--- src/rtl/serial_addsub.sv ---
// Bit-serial two's-complement add/subtract: one full-adder cell, one bit per cycle, NZCV flags.
// Latency: start accepted at edge k -> done pulses in the cycle after edge k+WIDTH.
// Backpressure: start is ignored while busy; a start during the done cycle is accepted back-to-back.
module serial_addsub #(
    parameter int WIDTH = 64
) (
    input  logic             clk,
    input  logic             reset,
    input  logic             start,
    input  logic             sub,
    input  logic [WIDTH-1:0] A,
    input  logic [WIDTH-1:0] B,
    output logic             busy,
    output logic             done,
    output logic [WIDTH-1:0] result,
    output logic             negative,
    output logic             zero,
    output logic             carry_out,
    output logic             overflow
);

    localparam int CW = $clog2(WIDTH);

    localparam logic [1:0] S_IDLE = 2'd0;
    localparam logic [1:0] S_RUN  = 2'd1;
    localparam logic [1:0] S_DONE = 2'd2;

    logic [1:0]       r_state;
    logic [WIDTH-1:0] r_opa;
    logic [WIDTH-1:0] r_opb;
    logic             r_carry;
    logic [CW-1:0]    r_count;
    logic             r_zacc;
    logic [WIDTH-1:0] r_result;
    logic             r_neg;
    logic             r_zero;
    logic             r_cout;
    logic             r_ovf;

    logic w_s;
    logic w_c;
    logic w_accept;
    logic w_run;
    logic w_last;

    // The single full-adder cell, fed from the low bits of the operand shifters.
    assign w_s      = r_opa[0] ^ r_opb[0] ^ r_carry;
    assign w_c      = (r_opa[0] & r_opb[0]) | (r_opa[0] & r_carry) | (r_opb[0] & r_carry);
    assign w_run    = (r_state == S_RUN);
    assign w_accept = start && ((r_state == S_IDLE) || (r_state == S_DONE));
    assign w_last   = (r_count == CW'(WIDTH - 1));

    // Control FSM: IDLE/DONE accept a start, RUN lasts exactly WIDTH cycles.
    always_ff @(posedge clk) begin
        if (reset) begin
            r_state <= S_IDLE;
        end else begin
            case (r_state)
                S_IDLE:  if (start) r_state <= S_RUN;
                S_RUN:   if (w_last) r_state <= S_DONE;
                S_DONE:  r_state <= start ? S_RUN : S_IDLE;
                default: r_state <= S_IDLE;
            endcase
        end
    end

    // Datapath: load operands on accept (subtract = A + ~B + 1), then shift one bit per RUN cycle.
    always_ff @(posedge clk) begin
        if (reset) begin
            r_opa    <= '0;
            r_opb    <= '0;
            r_carry  <= 1'b0;
            r_count  <= '0;
            r_zacc   <= 1'b0;
            r_result <= '0;
        end else if (w_accept) begin
            r_opa   <= A;
            r_opb   <= sub ? ~B : B;
            r_carry <= sub;
            r_count <= '0;
            r_zacc  <= 1'b0;
        end else if (w_run) begin
            r_opa    <= {1'b0, r_opa[WIDTH-1:1]};
            r_opb    <= {1'b0, r_opb[WIDTH-1:1]};
            r_result <= {w_s, r_result[WIDTH-1:1]};
            r_carry  <= w_c;
            r_zacc   <= r_zacc | w_s;
            r_count  <= r_count + CW'(1);
        end
    end

    // Flags latch on the MSB cycle; r_carry is then the carry into the MSB.
    always_ff @(posedge clk) begin
        if (reset) begin
            r_neg  <= 1'b0;
            r_zero <= 1'b0;
            r_cout <= 1'b0;
            r_ovf  <= 1'b0;
        end else if (w_run && w_last) begin
            r_neg  <= w_s;
            r_zero <= ~(r_zacc | w_s);
            r_cout <= w_c;
            r_ovf  <= r_carry ^ w_c;
        end
    end

    assign busy      = w_run;
    assign done      = (r_state == S_DONE);
    assign result    = r_result;
    assign negative  = r_neg;
    assign zero      = r_zero;
    assign carry_out = r_cout;
    assign overflow  = r_ovf;

endmodule

--- config.mk ---
export PLATFORM = sky130hd
export DESIGN_NAME = serial_addsub
export DESIGN_NICKNAME = d
export VERILOG_FILES = /design/src/rtl/serial_addsub.sv
export SDC_FILE = /design/constraint.sdc
export NUM_CORES = 1
export LEC_CHECK = 0
export CORE_MARGIN = 3
export CORE_UTILIZATION = 45
export DETAILED_ROUTE_END_ITERATION = 8
export GPL_TIMING_DRIVEN = 0
export PLACE_DENSITY = 0.8
export SETUP_SLACK_MARGIN = 0.1
export SLEW_MARGIN = 20
export SYNTH_ARGS = -nofsm -noshare
export SYNTH_HDL_FRONTEND = slang
export SYNTH_SLANG_ARGS = --single-unit
--- constraint.sdc ---
create_clock -name clk -period 1.4 [get_ports clk]
set_input_delay 0.28 -clock clk [delete_from_list [all_inputs] [get_ports clk]]
set_output_delay 0.28 -clock clk [all_outputs]
set_load 0.005 [all_outputs]
# Yosys cells after proc, flatten, opt, wreduce, memory -nomap -nowiden
# Index checks and enable logic that the tools add are counted.
[totals]
ff_bits = 206
in_bits = 132
word_cells = 48
[op_classes]
eq_ne = 5
n_reduce_logical = 8
n_mux = 11
addsub = 1
bitwise = 12
[op_table]
columns = ["cell", "n"]
rows = [
  ["64-bit two-way mux", 5],
  ["64-bit NOT", 1],
  ["6-bit by 1-bit adder with 6-bit output, second input constant", 1],
  ["6-bit equality test, second input constant", 1],
  ["2-bit one-hot mux with 3 select lines", 1],
  ["2-bit two-way mux", 2],
  ["2-bit AND reduction", 2],
  ["1-bit AND", 3],
  ["1-bit two-way mux", 3],
  ["1-bit bitwise OR", 3],
  ["1-bit XOR", 3],
  ["2-bit by 1-bit equality test with 1-bit output, second input constant", 1],
  ["2-bit equality test, second input constant", 1],
  ["1-bit logical AND", 2],
  ["2-bit zero test", 1],
  ["2-bit by 1-bit != test with 1-bit output, second input constant", 1],
  ["2-bit != test, second input constant", 1],
  ["1-bit NOT", 2],
  ["2-bit nonzero test", 1],
  ["2-bit OR reduction", 1],
  ["1-bit logical OR", 1],
]

# Depth between registers and ports, before layout
# Gate-level depths: netlist of the first run.
[logic_depth]
ltp_word = 5
mapped_depth = 7
depth_no_buf = 4

# Worst setup path after synthesis of the first run
# Ideal clock, no wire load.
[synth_timing]
kind = "register -> register"
from = "register r_opa[0]"
to = "register r_zero, in the netlist zero"
path_slack_ps = -136
t_arrival_ps = 1466
path_stages_with_launch = 4
required_ps = 1330
path_buffers = 0
path_cell_list = "dfxtp_1 > fa_1 > or4_1 > a21oi_1"
[synth_between]
elab_chain_len = 4
[synth_lines]
columns = ["element", "line", "rtl"]
rows = [
  ["from (decl)", "29", "logic [WIDTH-1:0] r_opa;"],
  ["from (signal assigned)", "83", "r_opa <= {1'b0, r_opa[WIDTH-1:1]};"],
  ["1-bit XOR (2 in series)", "47", "assign w_s = r_opa[0] ^ r_opb[0] ^ r_carry;"],
  ["named net w_s", "40", "logic w_s;"],
  ["1-bit bitwise OR", "101", "r_zero <= ~(r_zacc | w_s);"],
  ["1-bit NOT", "101", ""],
  ["to (signal assigned)", "101", ""],
  ["to (decl)", "36", "logic r_zero;"],
]
# The timed path passes the listed nets, and every way through them passes these cells.
# A chain may end at the register's enable or synchronous reset.

# Worst setup path after layout of the first run
[layout_timing]
from = "register r_state[1]"
to = "output busy"
[layout_between]
elab_chain_len = 1
[layout_lines]
columns = ["element", "line", "rtl"]
rows = [
  ["from (decl)", "28", "logic [1:0] r_state;"],
  ["from (signal assigned)", "61", "S_DONE: r_state <= start ? S_RUN : S_IDLE;"],
  ["2-bit by 1-bit equality test with 1-bit output", "49", "assign w_run = (r_state == S_RUN);"],
  ["to (decl)", "13", "output logic busy,"],
]
# Every way passes these cells.

==> flow_metrics.py, run 1 <==
metrics = {
    "synth": {
        "ys.flop_type": "dfxtp_1",
        "synth_common_cells": "nand2_1 (208), dfxtp_1 (206), nor3_1 (180)",
        "yosysMostFrequentCell": "nand2_1",
        "syn_avg_cell_area_um2": 8.19,
        "ys_ff_latch": 206,
        "synth.area.top_cells": "dfxtp_1 (49%), nor3_1 (11%), nand2_1 (9.2%)",
        "ys_async_sr_fraction_pct": 0,
        "syn_nets": 1171,
        "synth_area_um2": 8490,
        "syn_inst": 1037,
        "yosys.cell_types.count": 32,
        "ys_warn_count": 0,
        "synth-seq-area-share_pct": 48.5,
        "synth_edf_count": 0,
        "synth_area_leader_cell": "dfxtp_1",
        "synth_top_area_share_pct": 48.5,
    },
    "cts": {
        "cts_root_buf": "clkbuf_16",
        "cts_tree": "yes",
        "clk_pin_slew_ns": 0.07,
        "cts_buffer_depth": 3,
        "cts_buffers": 23,
        "clock_sinks": 206,
        "ctsHtreeMaxLevel": 1,
        "clk_latency_ns": 0.51,
    },
    "sta": {
        "tightest_slew_ns": 0.690,
        "whs_ns": 0.236,
        "fmax_mhz": 584,
        "fin_skew_ns": 0.0145,
        "final-setup-viol-count": 198,
        "maxSlewHeadroom_pct": 54.0,
        "final-hold-violation-count": 0,
        "worst_slack_ns": -0.313,
        "rsz0062_at_grt": "yes",
        "period_minus_slack_ns": 1.71,
        "post-route-period-util_pct": 122,
        "slew_viol_final": 0,
    },
    "flow_run": {
        "drv_cap": 0,
    },
    "pwr": {
        "p_int_uw": 12100,
        "peakVddDrop_uv": 845,
        "power_frac_clock_pct": 36.9,
        "pwr-share-seq_pct": 39.1,
        "p_leak_uw": 0.00600,
        "p_per_area_nw_per_um2": 1110,
        "switching_share_pct": 29.2,
        "combPwrFrac_pct": 24.1,
        "switchingPower_uw": 4990,
    },
    "global_routing": {
        "grt_pass1_vias": 8225,
        "grt_usage_pct": 24.0,
        "grt_pass1_wl_mm": 41.0,
        "overflow": 0,
        "grt_max_degree": 14,
        "antenna_found_initial": 1,
    },
    "route": {
        "drt_first_pass_iters": 5,
        "drc": 0,
        "totalWireLength_mm": 36.6,
        "wl_met2_mm": 18.2,
        "wl_met3_mm": 2.75,
        "first_iter_violations": 730,
        "via_per_inst": 6.14,
        "top_layer": "met5",
        "final_antenna_net_count": 0,
        "dr_total_vias": 9806,
        "wl_per_cell_um": 22.9,
        "wl_met1_mm": 13.6,
    },
    "worst_setup_path": {
        "path_delay_family": "buffers and inverters",
        "arrival_ns": 1.43,
        "crit_required_ns": 1.12,
        "critical_path_class": "reg -> out",
        "start_kind": "flop",
        "path_buf_inv": 5,
        "critPathMaxStageDelay_ns": 0.33,
        "worstPathCellList": "nand2b_4, buf_6, inv_8, buf_8, buf_8, buf_6",
        "cp-end-kind": "output port",
        "cp_slowest_cell": "dfxtp_2",
        "cp_max_fo": 2,
    },
    "cells_and_area": {
        "multiInputGateArea_um2": 6180,
        "num-fill-cells": 860,
        "finalNetCount": 1487,
        "regArea_um2": 4220,
        "final_area_um2": 15400,
        "n_antenna_cell": 0,
        "drive_gt1_share_pct": 51.5,
        "area_growth_syn_to_layout_pct": 81.7,
    },
    "hold_path": {
        "hp-class": "in -> reg",
    },
    "floorplanning": {
        "start_util_pct": 46.5,
        "die_x_um": 143,
        "core_um2": 18300,
        "ioPinCount": 202,
        "dieHeight_um": 143,
        "std_cell_rows": 49,
        "fp.dieArea_um2": 20600,
    },
    "place": {
        "io_buffers": 200,
        "place_congestion": 0.846,
        "dp_hpwl_mm": 16.2,
        "place_area_um2": 10800,
    },
    "status": {
        "violations": "negative setup slack",
        "status": "complete, but fails checks",
    },
}
## metal layers
layer  vias to the layer above  track usage [%]
li1                       4303                -
met1                      4713             33.1
met2                       616             40.0
met3                       172             3.63
met4                         2             5.50
met5                         -                0
## power groups by stage
stage | clock network [µW] | registers, µW | logic, µW
3_5_place_dp | 0 | 6590 | 2110
2_1_floorplan | 0 | 6540 | 1360
4_1_cts | 6210 | 6510 | 2760
5_1_grt | 6540 | 6700 | 4290
3_3_place_gp | 0 | 6580 | 2070
6_report | 6300 | 6680 | 4110
## sequential cells by signal (all words and copies together), names as in the netlist, 2 cells and up
register,cells
r_opa,64
r_opb,64
result,64
r_count,6
r_state,2
## kinds of logic (layout without fill, tap and decap cells)
kind of cell / count (synthesis) / after routing / share of synthesized area (%)
mux: 2 / 2 / 0.236
xor+xnor: 67 / 67 / 6.91
fa+ha+maj: 2 / 2 / 0.383
flops: 206 / 206 / 48.5
buf+inv: 104 / 436 / 6.10
simple gates: 411 / 411 / 21.4
compound gates: 245 / 245 / 16.4
## tightest hold or removal path, cell delays in order
cell and delay (ns):
buf_4 0.17, xor2_1 0.10, o22ai_2 0.08, nor3_1 0.06
## placed cells by master (no fill, tap or decap), drive strengths merged
cell,n
and4,1
a22oi,1
bufinv,2
a31oi,37
ha,1
mux2i,2
or3,2
or4,2
clkdlybuf4s50,130
dfxtp,206
o21ai,41
and3b,1
nor2b,2
nand3,6
nand4,2
fa,1
buf,206
nand2,208
o31ai,1
inv,4
xor2,64
nand2b,2
bufbuf,1
clkinv,3
clkbuf,90
a21oi,74
o22ai,89
nor3,180
xnor2,3
nand3b,1
a311oi,2
nor2,4
## stage by stage
step                      setup TNS, ns  setup slack (ns)  power [µW]  instances  util [%]
after global routing             -41.19            -0.339       17500       1598      84.5
after detailed placement        -128.52            -0.974        8710       1466      59.0
final                            -37.61            -0.313       17100       1598      84.5
after global placement          -129.46             -1.01        8650       1466      59.0
after floorplan                  -0.102            -0.102        7900       1037         -
after CTS                        -27.90            -0.316       15500       1577      70.6
## what timing repair did
| item | 4_1_cts | 5_1_grt |
|---|---|---|
| pin swaps | 27 | 184 |
| buffers inserted | 61 | 11 |
| setup endpoints to repair | 275 | 209 |
| hold buffers | 0 | 0 |
| cloned | 9 | 18 |
| resized for setup | 568 | 482 |
## final cells by class
class,count,share of cell area (%)
Multi-Input combinational cell,727,40.0
Sequential cell,206,27.3
Timing Repair Buffer,292,18.7
Buffer,101,6.86
Clock buffer,34,4.45
Tap cell,229,1.86
Clock inverter,7,0.616
Inverter,2,0.0973
## final timing paths
kind         startpoint    endpoint  slack [ns]  cells past startpoint
min reg2reg  result[26]  result[25]        0.47                      2
max reg2reg  r_state[1]   r_opa[18]       -0.29                      9
max          r_state[1]        busy       -0.31                      6
min                 sub    r_opb[4]        0.24                      4
No activity file was read; power rests on OpenSTA's default activity.
==> run 2, diff against run 1 <==
--- a/config.mk
+++ b/config.mk
@@ -10,6 +10,7 @@
 export DETAILED_ROUTE_END_ITERATION = 8
 export GPL_TIMING_DRIVEN = 0
 export PLACE_DENSITY = 0.8
+export RECOVER_POWER = 25
 export SETUP_SLACK_MARGIN = 0.1
 export SLEW_MARGIN = 20
 export SYNTH_ARGS = -nofsm -noshare
==> run 2 against run 1 <==
Net effect:
- the flow still finishes with violations (negative setup slack)
- utilization is 0.14 points lower
- clock skew hardly changed
- critical path type unchanged
- highest routed layer unchanged
- largest power group unchanged
- sequential power hardly changed
- via count is 0.22% lower
- die area stayed put
- sequential share of layout area is 0.12 points lower
==> flow_metrics.py, run 2 (synthesis results as in run 1) <==
metrics = {
    "floorplanning": {
        "core_um2": 18300,
        "start_util_pct": 46.5,
        "ioPinCount": 202,
        "fp.dieArea_um2": 20600,
        "std_cell_rows": 49,
        "dieHeight_um": 143,
        "die_x_um": 143,
    },
    "sta": {
        "whs_ns": 0.234,
        "fin_skew_ns": 0.0145,
        "rsz0062_at_grt": "yes",
        "fmax_mhz": 583,
        "worst_slack_ns": -0.317,
        "maxSlewHeadroom_pct": 54.0,
        "post-route-period-util_pct": 123,
        "slew_viol_final": 0,
        "timing.setup.tns_ns": -38.33,
        "final-setup-viol-count": 203,
        "tightest_slew_ns": 0.690,
        "period_minus_slack_ns": 1.72,
        "final-hold-violation-count": 0,
    },
    "global_routing": {
        "grt_usage_pct": 24.0,
        "grt_max_degree": 14,
        "grt_pass1_vias": 8225,
        "overflow": 0,
        "grt_pass1_wl_mm": 41.0,
        "antenna_found_initial": 1,
    },
    "route": {
        "totalWireLength_mm": 36.6,
        "first_iter_violations": 730,
        "dr_total_vias": 9784,
        "drt_first_pass_iters": 5,
        "via_per_inst": 6.12,
        "wl_per_cell_um": 22.9,
        "drc": 0,
        "final_antenna_net_count": 0,
    },
    "worst_setup_path": {
        "cp_max_fo": 2,
        "cp_slowest_cell": "dfxtp_2",
        "crit_required_ns": 1.12,
        "worstPathCellList": "nand2b_4, buf_6, inv_8, buf_8, buf_8, buf_6",
        "arrival_ns": 1.44,
        "start_kind": "flop",
        "critPathMaxStageDelay_ns": 0.33,
        "critical_path_class": "reg -> out",
        "cp-end-kind": "output port",
    },
    "cts": {
        "clock_sinks": 206,
        "cts_root_buf": "clkbuf_16",
        "cts_buffers": 23,
        "clk_pin_slew_ns": 0.07,
        "cts_buffer_depth": 3,
        "ctsHtreeMaxLevel": 1,
        "cts_tree": "yes",
        "clk_latency_ns": 0.51,
        "cts_hold_buf": 0,
    },
    "place": {
        "io_buffers": 200,
        "dp_hpwl_mm": 16.2,
        "place_congestion": 0.846,
        "pre_cts_ws_ns": -0.974,
    },
    "cells_and_area": {
        "n_antenna_cell": 0,
        "num-fill-cells": 878,
        "final_core_util_pct": 84.3,
        "layout_commonest_cell": "dfxtp_1",
        "final_cell_mix": "dfxtp_1 (155), clkdlybuf4s50_1 (130), nor3_1 (114), nand2_1 (106), buf_2 (77)",
        "drive_gt1_share_pct": 50.1,
        "finalNetCount": 1487,
        "regArea_um2": 4200,
        "area_growth_syn_to_layout_pct": 81.4,
        "multiInputGateArea_um2": 6180,
    },
    "status": {
        "violations": "negative setup slack",
        "status": "complete, but fails checks",
    },
    "pwr": {
        "p_leak_uw": 0.00599,
        "p_per_area_nw_per_um2": 1110,
        "peakVddDrop_uv": 846,
    },
    "hold_path": {
        "hp-class": "in -> reg",
    },
    "flow_run": {
        "drv_cap": 0,
    },
}
run 2: worst paths after layout:
check             startpoint    endpoint  slack, ns  cells past startpoint
hold / removal           sub    r_opb[4]       0.23                      4
setup reg to reg  r_state[1]   r_opb[57]      -0.30                      9
setup / recovery  r_state[1]        busy      -0.32                      6
hold reg to reg   result[26]  result[25]       0.48                      2
run 2: power by group:
| part | switching, µW | total [µW] | internal, µW |
|---|---|---|---|
| logic | 2040 | 4110 | 2070 |
| registers | 415 | 6680 | 6260 |
| clock network | 2530 | 6310 | 3770 |
run 2: routing by layer:
| metal | global-route usage [%] | vias up | part of all wire, % |
|---|---|---|---|
| met5 | 0 | - | 0.036 |
| met4 | 5.50 | 2 | 5.3 |
| met3 | 3.63 | 164 | 7.5 |
| met2 | 40.0 | 602 | 50 |
| met1 | 33.1 | 4714 | 37 |
| li1 | - | 4302 | - |
run 2: area by class of cell:
type                    instances  share of cell area, %
multi-input cells             727                   40.1
well taps                     229                   1.86
inverters                       2                 0.0974
clock buffers                  34                   4.46
flip-flops and latches        206                   27.2
repair buffers                292                   18.8
plain buffers                 101                   6.87
clock inverters                 7                  0.617
run 2: metrics by stage:
| step | instances | instance area, µm² | power, µW |
|---|---|---|---|
| after global placement | 1466 | 10800 | 8650 |
| after floorplan | 1037 | 8500 | 7900 |
| after CTS | 1577 | 12900 | 15500 |
| after detailed placement | 1466 | 10800 | 8710 |
| final | 1598 | 15400 | 17100 |
| after global routing | 1598 | 15400 | 17500 |
run 2: critical path, delay by kind of cell (launching register included):
kind / cells / cell delay, ns
buffers and inverters: 5 / 0.49
DFF: 1 / 0.33
and+or+nand+nor: 1 / 0.12
run 2: repair_timing:
item	in CTS	in global routing
gates resized for setup	568	482
buffers inserted	61	11
setup endpoints to repair	275	209
pin swaps	27	184
cloned	9	18
hold endpoints to repair	0	0
